### src/rtl/memory_stage_pkg.sv
// cpu_pkg: shared widths, limits and FSM
// encoding for the data-memory stage.
package cpu_pkg;

  localparam int DATA_W      = 16;
  localparam int MEM_TIMEOUT = 15;

  typedef enum logic {
    IDLE,
    ACCESS
  } mem_state_t;

endpackage

### src/rtl/memory_stage_if.sv
// memory_stage_if: data-memory request bus
// between the MEM stage and the memory.
interface memory_stage_if #(
  parameter int DATA_W = cpu_pkg::DATA_W
) ();

  logic              mem_req;
  logic              mem_we;
  logic [DATA_W-1:0] mem_addr;
  logic [DATA_W-1:0] mem_wdata;
  logic              mem_ack;
  logic [DATA_W-1:0] mem_rdata;

  modport master (
    output mem_req, mem_we,
    output mem_addr, mem_wdata,
    input  mem_ack, mem_rdata
  );

  modport slave (
    input  mem_req, mem_we,
    input  mem_addr, mem_wdata,
    output mem_ack, mem_rdata
  );

endinterface

### src/rtl/memory_stage_timer.sv
// mem_access_timer: counts ACCESS cycles that
// pass without an ack and flags the last one.
module mem_access_timer #(
  parameter int LIMIT = cpu_pkg::MEM_TIMEOUT,
  parameter int TW    = $clog2(LIMIT + 1)
) (
  input  logic clk,
  input  logic rst,
  input  logic clear,
  input  logic enable,
  output logic expired
);

  logic [TW-1:0] count;

  // cycles spent waiting, saturating at LIMIT
  always_ff @(posedge clk) begin
    if (rst || clear)
      count <= '0;
    else if (enable && count != TW'(LIMIT))
      count <= count + 1'b1;
  end

  // the current waiting cycle is the LIMIT-th
  assign expired = enable &&
                   (count == TW'(LIMIT - 1));

endmodule

### src/rtl/memory_stage.sv
// memory_stage: MEM pipeline stage issuing a
// single outstanding data-memory access.
module memory_stage #(
  parameter int DATA_W      = cpu_pkg::DATA_W,
  parameter int MEM_TIMEOUT = cpu_pkg::MEM_TIMEOUT
) (
  input  logic              clk,
  input  logic              rst,
  input  logic              wbs_in,
  input  logic              mm_in,
  input  logic              wm_in,
  input  logic              ni_in,
  input  logic [DATA_W-1:0] ALUresult_in,
  input  logic [DATA_W-1:0] memData_in,
  memory_stage_if.master    bus,
  output logic              stall_out,
  output logic              wbs_out,
  output logic              ni_out,
  output logic [DATA_W-1:0] wbData_out,
  output logic              err_out
);

  import cpu_pkg::*;

  mem_state_t        state;
  mem_state_t        state_nx;
  logic              op_we;
  logic              op_wbs;
  logic [DATA_W-1:0] addr_q;
  logic [DATA_W-1:0] wdata_q;
  logic              is_mem;
  logic              start;
  logic              expired;
  logic              waiting;

  assign is_mem  = ~ni_in & (mm_in | wm_in);
  assign waiting = (state == ACCESS) &
                   ~bus.mem_ack;

  assign bus.mem_addr  = addr_q;
  assign bus.mem_wdata = wdata_q;

  mem_access_timer #(
    .LIMIT (MEM_TIMEOUT)
  ) u_timer (
    .clk     (clk),
    .rst     (rst),
    .clear   (state == IDLE),
    .enable  (waiting),
    .expired (expired)
  );

  // state register
  always_ff @(posedge clk) begin
    if (rst) state <= IDLE;
    else     state <= state_nx;
  end

  // next state, stall and bus strobes
  always_comb begin
    state_nx    = state;
    stall_out   = 1'b0;
    start       = 1'b0;
    bus.mem_req = 1'b0;
    bus.mem_we  = 1'b0;
    if (!rst) begin
      unique case (1'b1)
        state == IDLE: begin
          if (is_mem) begin
            start     = 1'b1;
            stall_out = 1'b1;
            state_nx  = ACCESS;
          end
        end
        state == ACCESS: begin
          bus.mem_req = 1'b1;
          bus.mem_we  = op_we;
          if (bus.mem_ack || expired)
            state_nx  = IDLE;
          else
            stall_out = 1'b1;
        end
        default: state_nx = IDLE;
      endcase
    end
  end

  // capture the request when an access starts;
  // load+store together is taken as a store
  always_ff @(posedge clk) begin
    if (rst) begin
      op_we   <= 1'b0;
      op_wbs  <= 1'b0;
      addr_q  <= '0;
      wdata_q <= '0;
    end else if (start) begin
      op_we   <= wm_in;
      op_wbs  <= wbs_in & ~wm_in;
      addr_q  <= ALUresult_in;
      wdata_q <= memData_in;
    end
  end

  // MEM/WB register; a bubble while waiting
  always_ff @(posedge clk) begin
    if (rst) begin
      wbs_out    <= 1'b0;
      ni_out     <= 1'b1;
      wbData_out <= '0;
      err_out    <= 1'b0;
    end else begin
      err_out <= 1'b0;
      if (state == IDLE && !is_mem) begin
        wbData_out <= ALUresult_in;
        wbs_out    <= wbs_in & ~ni_in;
        ni_out     <= ni_in;
      end else if (state == IDLE) begin
        wbs_out <= 1'b0;
        ni_out  <= 1'b1;
      end else if (bus.mem_ack) begin
        wbData_out <= op_we ? addr_q
                            : bus.mem_rdata;
        wbs_out    <= op_wbs;
        ni_out     <= 1'b0;
      end else begin
        wbs_out <= 1'b0;
        ni_out  <= 1'b1;
        err_out <= expired;
      end
    end
  end

endmodule

### src/flat_wrapper.sv
// flat-port wrapper written by rule: the top's interface ports become plain ports
module memory_stage_flat import cpu_pkg::*;
#(
  parameter int DATA_W      = cpu_pkg::DATA_W,
  parameter int MEM_TIMEOUT = cpu_pkg::MEM_TIMEOUT
)
  (clk, rst, wbs_in, mm_in, wm_in, ni_in, ALUresult_in, memData_in, stall_out, wbs_out, ni_out, wbData_out, err_out, bus_mem_req, bus_mem_we, bus_mem_addr, bus_mem_wdata, bus_mem_ack, bus_mem_rdata);
  memory_stage_if #(.DATA_W(DATA_W)) bus_i ();
  input  logic clk;
  input  logic rst;
  input  logic wbs_in;
  input  logic mm_in;
  input  logic wm_in;
  input  logic ni_in;
  input  logic [DATA_W-1:0] ALUresult_in;
  input  logic [DATA_W-1:0] memData_in;
  output logic stall_out;
  output logic wbs_out;
  output logic ni_out;
  output logic [DATA_W-1:0] wbData_out;
  output logic err_out;
  output wire logic [$bits(bus_i.mem_req)-1:0] bus_mem_req;
  output wire logic [$bits(bus_i.mem_we)-1:0] bus_mem_we;
  output wire logic [$bits(bus_i.mem_addr)-1:0] bus_mem_addr;
  output wire logic [$bits(bus_i.mem_wdata)-1:0] bus_mem_wdata;
  input wire logic [$bits(bus_i.mem_ack)-1:0] bus_mem_ack;
  input wire logic [$bits(bus_i.mem_rdata)-1:0] bus_mem_rdata;
  assign bus_mem_req = bus_i.mem_req;
  assign bus_mem_we = bus_i.mem_we;
  assign bus_mem_addr = bus_i.mem_addr;
  assign bus_mem_wdata = bus_i.mem_wdata;
  assign bus_i.mem_ack = bus_mem_ack;
  assign bus_i.mem_rdata = bus_mem_rdata;
  memory_stage #(.DATA_W(DATA_W), .MEM_TIMEOUT(MEM_TIMEOUT)) u_core (.clk(clk), .rst(rst), .wbs_in(wbs_in), .mm_in(mm_in), .wm_in(wm_in), .ni_in(ni_in), .ALUresult_in(ALUresult_in), .memData_in(memData_in), .bus(bus_i), .stall_out(stall_out), .wbs_out(wbs_out), .ni_out(ni_out), .wbData_out(wbData_out), .err_out(err_out));
endmodule
### config.mk
export PLATFORM = sky130hd
export DESIGN_NAME = memory_stage_flat
export DESIGN_NICKNAME = d
export VERILOG_FILES = /design/src/rtl/memory_stage_pkg.sv /design/src/rtl/memory_stage_if.sv /design/src/rtl/memory_stage_timer.sv /design/src/rtl/memory_stage.sv /design/src/flat_wrapper.sv
export SDC_FILE = /design/constraint.sdc
export NUM_CORES = 1
export LEC_CHECK = 0
export BUFFER_PORTS_ARGS = -buffer_cell sky130_fd_sc_hd__buf_2
export CAP_MARGIN = 5
export CORE_ASPECT_RATIO = 0.6
export CORE_MARGIN = 2
export CORE_UTILIZATION = 50
export CTS_CLUSTER_SIZE = 10
export DETAILED_ROUTE_END_ITERATION = 8
export PLACE_DENSITY = 0.84
export REMOVE_ABC_BUFFERS = 1
export SLEW_MARGIN = 20
export SYNTH_ARGS = -nofsm -noshare
export SYNTH_HDL_FRONTEND = slang
export SYNTH_SLANG_ARGS = --single-unit
### constraint.sdc
create_clock -name clk -period 3.3 [get_ports clk]
set_input_delay 0.66 -clock clk [delete_from_list [all_inputs] [get_ports clk]]
set_output_delay 0.66 -clock clk [all_outputs]
set_load 0.02 [all_outputs]
Yosys cells after proc, flatten, opt, wreduce, memory -nomap -nowiden
Index checks and enable logic that the tools add are counted.
{"block": "word_totals", "ff_bits": 58, "latchBits": 0, "ramBits": 0, "romBits": 0, "input_bits": 55, "word_cells": 52, "n_memories": 0}
{"block": "op_classes", "n_addsub": 1, "n_mul": 0, "n_div": 0, "n_lt_le_gt_ge": 0, "n_eq_ne": 2, "n_shift": 0, "mux": 20, "bitwise_logic": 9, "n_reduce_logical": 10}
{"operator": "16-bit 2-to-1 mux", "n": 4}
{"operator": "1-bit 2-to-1 mux", "n": 15}
{"operator": "4-bit by 1-bit adder with 4-bit output, second input constant", "n": 1}
{"operator": "1-bit bitwise AND", "n": 4}
{"operator": "4-bit equality test, second input constant", "n": 1}
{"operator": "4-bit inequality test, second input constant", "n": 1}
{"operator": "1-bit inverter", "n": 4}
{"operator": "2-bit nonzero test", "n": 2}
{"operator": "4-bit OR reduction", "n": 1}
{"operator": "1-bit logical AND", "n": 3}
{"operator": "1-bit logical OR", "n": 2}
{"operator": "1-bit case mux with 2 select lines", "n": 1}
{"operator": "2-bit AND reduction", "n": 1}
{"operator": "1-bit zero test", "n": 1}
{"operator": "1-bit bitwise OR", "n": 1}

Longest topological paths before layout
{"block": "depth", "ltp_word": 7, "depth_mapped": 6}

Hierarchy
A second synthesis with hierarchy kept.
{"block": "hier_totals", "cells_unflattened": 262, "area_unflattened_um2": 2364.8}
{"module": "memory_stage", "instances": 1, "cells_each": 240, "area_each_um2": 2148.3, "seq_area_each_um2": 1081.0}
{"module": "mem_access_timer", "instances": 1, "cells_each": 22, "area_each_um2": 216.5, "seq_area_each_um2": 80.1}

Worst setup path before layout
Ideal clock, no wire load.
{"block": "synth_path", "path_type": "input to output", "from": "input ni_in", "to": "output stall_out", "t_arrival_ns": 1.643, "required_ns": 2.640, "setup_slack_ns": 0.997, "stages": 5, "path_buffers": 2, "path_cell_list": "o21bai_4 nand2b_1 buf_2 buf_4 a21oi_1"}
{"block": "synth_between", "elab_chain_cells": 5}
{"element": "start: declaration", "line": "flat_wrapper.sv:14", "text": "input logic ni_in;"}
{"element": "1-bit inverter", "line": "memory_stage.sv:36", "text": "assign is_mem = ~ni_in & (mm_in | wm_in);"}
{"element": "1-bit bitwise AND", "line": "memory_stage.sv:36"}
{"element": "1-bit 2-to-1 mux", "line": "memory_stage.sv:69", "text": "if (is_mem) begin"}
{"element": "1-bit case mux with 2 select lines", "line": "memory_stage.sv:67", "text": "unique case (1'b1)"}
{"element": "1-bit 2-to-1 mux", "line": "memory_stage.sv:66", "text": "if (!rst) begin"}
{"element": "end: declaration", "line": "flat_wrapper.sv:17", "text": "output logic stall_out;"}
No other way between the ends.

Final worst setup path
{"block": "layout_path", "from": "register u_core.state", "to": "output bus_mem_we"}
{"block": "layout_between", "elab_chain_cells": 2}
{"element": "start: declaration", "line": "memory_stage.sv:25", "text": "mem_state_t state;"}
{"element": "start signal: assignment", "line": "memory_stage.sv:56", "text": "else state <= state_nx;"}
{"element": "1-bit 2-to-1 mux", "line": "memory_stage.sv:67"}
{"element": "1-bit 2-to-1 mux", "line": "memory_stage.sv:66"}
{"element": "end: declaration", "line": "flat_wrapper.sv:23", "text": "output wire logic [$bits(bus_i.mem_we)-1:0] bus_mem_we;"}
No other way between the ends.

==> reports/qor.tcl <==
set qor(status) {finished, final reports clean}
set qor(postLayoutSetupSlackWorst_ps) 1090
set qor(setup.worst_path.start_class) {register}
set qor(synthesis.instances) 264
set qor(setup_total_negative_slack_ps) 0
set qor(worstReg2RegEnd) {u_core.wbData_out[10]}
set qor(overflow) 0
set qor(drive_gt1_share_pct) 41.1
set qor(combPwrFrac_pct) 15.2
set qor(drv.max_cap_violation_count) 0
set qor(critical_path_required_ps) 2640
set qor(r2r_setup_slack_ps) 1510
set qor(critical_path.slowest_cell) {dfxtp_1}
set qor(die_w_um) 93.9
set qor(cp_data_arrival_time_ps) 1550
set qor(layout.cell_area.non_filler_sq_mm) 0.00317
set qor(timing.critical_path.to) {bus_mem_we}
set qor(total_switching_power_w) 0.000479
set qor(setup_repair_after_global_routing_missed_its_margin) {false}
set qor(wirelength_mm) 6.24
set qor(relative_slew_slack_pct) 46.0
set qor(grt.total_usage_pct) 23.7
set qor(std_cell_rows) 19
set qor(root_buffer) {clkbuf_8}
set qor(timing_max_transition_violations_final) 0
set qor(dp_hpwl_mm) 4.19
set qor(detailed_place.area_sq_mm) 0.00293
set qor(critical_path.n_buffers_inverters) 2
set qor(final-setup-viol-count) 0
set qor(design.core.area_sq_mm) 0.00461
set qor(period_minus_slack_ps) 2210
set qor(post_synth_main_area_contributors) {dfxtp_1 (48%), nand2_1 (11%), a21oi_1 (7.2%)}
set qor(design.portCount) 109
set qor(final_core_utilization_pct) 68.7
set qor(syn-cell-area_sq_mm) 0.00242
set qor(grt_pass1_wl_mm) 9.85
set qor(timing.setup.critical_path_class) {reg2out}
set qor(worst-slew-pin-transition_ps) 811
set qor(routabilityCongestion) 0.839
set qor(ys_types) 36
set qor(num-nets-final) 424
set qor(io_buffer_count) 108
set qor(drt_drc_violations_left) 0
set qor(part_of_the_total_power_dissipated_in_the_clock_network_pct) 42.8
set qor(crit_path_max_fanout) 7
set qor(routed-via-count) 2285
set qor(syn-mean-instance-area_sq_um) 9.18
set qor(crit-reg2reg-launch) {u_core.op_we}
set qor(worst_min_delay_path_class) {reg2reg}
set qor(clock_tree.buffer_depth) 2
set qor(met2_capacity_usage_during_global_routing_pct) 36.1
set qor(areaGrowthSynthToFinish_pct) 30.7
set qor(sw_frac_of_total_pct) 26.1
set qor(setup.worst_path.end_class) {output pin}
set qor(path_depth) 4
set qor(initial_core_util_pct) 52.5
set qor(die_area_sq_mm) 0.00544
set qor(number_of_cts_inserted_buffers) 9
set qor(timing.fmax_ghz) 0.453
set qor(yosys.area.top_type_share_pct) 47.9
set qor(postCtsSetupRepairBufs) 0
set qor(n_antenna_cell) 0
set qor(drt_first_pass_iters) 5
set qor(synth-seq-cells) 58
set qor(ant_nets) 0
set qor(hold_buffers) 0
set qor(die-height_um) 57.9
set qor(worstSkewPairLatency_ps) 330
set qor(globalRouteMet1Util_pct) 31.6
set qor(crit_start) {u_core.state}
set qor(cell_by_cell_trace_of_the_critical_path) {or2b_1 -> inv_1 -> and2_2 -> buf_2}
set qor(mostFrequentLayoutCell) {buf_2}
set qor(synth_top_area_cell) {dfxtp_1}
set qor(cell_internal_pwr_w) 0.00135
set qor(synth-warning-count) 0
set qor(drt-initial-drc-count) 125
set qor(synth-seq-area-share_pct) 47.9
set qor(worst_path_dominant_cell_family) {flip-flops}
set qor(htree_levels) 3
set qor(clock_transition_at_path_regs_ps) 70
set qor(met3_usage_grt_pct) 7.28
set qor(placement.setup.worst_slack_ps) 1130
set qor(ff2ff_path_depth) 4
set qor(final_hold_viol_count) 0
set qor(cts_resized) 0
set qor(first_global_vias) 2052
set qor(power.leakage_nw) 1.48
set qor(grt_busiest_layer) {met2}
set qor(final.setup_skew_ps) 3.77
set qor(tritoncts_num_sinks) 58
set qor(power.share.sequential_pct) 42.0
set qor(final.period_utilization_pct) 67.0
set qor(routed_wire_length_per_instance_um) 14.4
set qor(critical_path.max_stage_delay_ps) 500
set qor(worst_ir_drop_vdd_uv) 361
set qor(antenna_violations_before_repair) 0
set qor(tritoncts) {done}
set qor(vias_per_cell) 5.25
set qor(p_per_area_mw_per_mm2) 579
set qor(layout.cells.most_common_list) {buf_2 (108), nand2_1 (69), dfxtp_1 (58)}
set qor(grt_start_max_net_pins) 55
[per-stage QoR]
stage / hold WS [ps] / instances / total power [W]
finish: 453 / 435 / 0.00183
global route: 484 / 435 / 0.00191
CTS: 455 / 435 / 0.00185
detailed placement: 445 / 419 / 0.00106
global placement: 441 / 419 / 0.00106
floorplan: 425 / 244 / 0.000942
[worst reg2reg max path: cells and delay by family, from the launching register on]
family / cells / cell delay [ps]
AO/OA/AOI/OAI: 1 / 320
buffers and inverters: 1 / 310
AND/OR/NAND/NOR: 1 / 70
flip-flops: 1 / 600
multiplexers: 1 / 370
[flip-flops by register name, summed over array words and instances (netlist names)]
signal,cells
u_core.bus.mem_addr,16
u_core.bus.mem_wdata,16
u_core.wbData_out,16
u_core.u_timer.count,4
u_core.err_out,1
u_core.ni_out,1
u_core.op_wbs,1
u_core.op_we,1
u_core.state,1
u_core.wbs_out,1
[layer usage]
layer | share of wire, % | vias to the layer above
li1 | - | 1119
met3 | 9.7 | 9
met1 | 44 | 1044
met4 | 1.4 | 0
met5 | 0 | -
met2 | 45 | 113
[cells in the mapped netlist (all sizes together)]
| cell type | count |
|---|---|
| nand2 | 69 |
| dfxtp | 58 |
| a21oi | 35 |
| nor2 | 22 |
| a222oi | 16 |
| mux2 | 16 |
| buf | 14 |
| clkbuf | 6 |
| inv | 4 |
| and2 | 3 |
| nand3 | 3 |
| ha | 2 |
| nand2b | 2 |
| xnor2 | 2 |
| a211o | 1 |
| a211oi | 1 |
| a311oi | 1 |
| a31oi | 1 |
| a32oi | 1 |
| nand3b | 1 |
| nor2b | 1 |
| nor3 | 1 |
| o21ai | 1 |
| o21bai | 1 |
| or2b | 1 |
| xor2 | 1 |
[worst min path at each step]
stage / startpoint / endpoint / slack (ps) / cells after the start
global placement: u_core.bus.mem_wdata[1] / u_core.bus.mem_wdata[1] / 440 / 2
CTS: u_core.bus.mem_wdata[1] / u_core.bus.mem_wdata[1] / 450 / 2
floorplan: u_core.op_wbs / u_core.op_wbs / 430 / 2
detailed placement: u_core.bus.mem_wdata[1] / u_core.bus.mem_wdata[1] / 450 / 2
global route: u_core.bus.mem_wdata[9] / u_core.bus.mem_wdata[9] / 480 / 2
finish: u_core.bus.mem_wdata[5] / u_core.bus.mem_wdata[5] / 450 / 2
[logic make-up after synthesis]
logic type | synth area share (%)
buffers and inverters | 6.66
AO/OA/AOI/OAI | 17.1
adder cells (fa/ha/maj) | 1.03
multiplexers | 8.68
AND/OR/NAND/NOR | 17.5
flip-flops | 47.9
XOR/XNOR | 1.08
[final cells by class]
cell class                      count  area [sq um]
Fill cell                         393          1450
Sequential cell                    58          1160
Multi-Input combinational cell    182          1100
Timing Repair Buffer              112           571
Clock buffer                        9           124
Clock inverter                      7           118
Tap cell                           63          78.8
Inverter                            4          15.0
[power by group through the flow]
| stage | sequential (W) | clock, W | combinational [W] |
|---|---|---|---|
| final | 0.000770 | 0.000786 | 0.000278 |
| after detailed placement | 0.000785 | 0 | 0.000278 |
| after CTS | 0.000770 | 0.000801 | 0.000279 |
| after global placement | 0.000783 | 0 | 0.000273 |
| after floorplan | 0.000832 | 0 | 0.000109 |
| after global routing | 0.000776 | 0.000833 | 0.000302 |
Note: power is estimated with default switching activity, not from simulation.
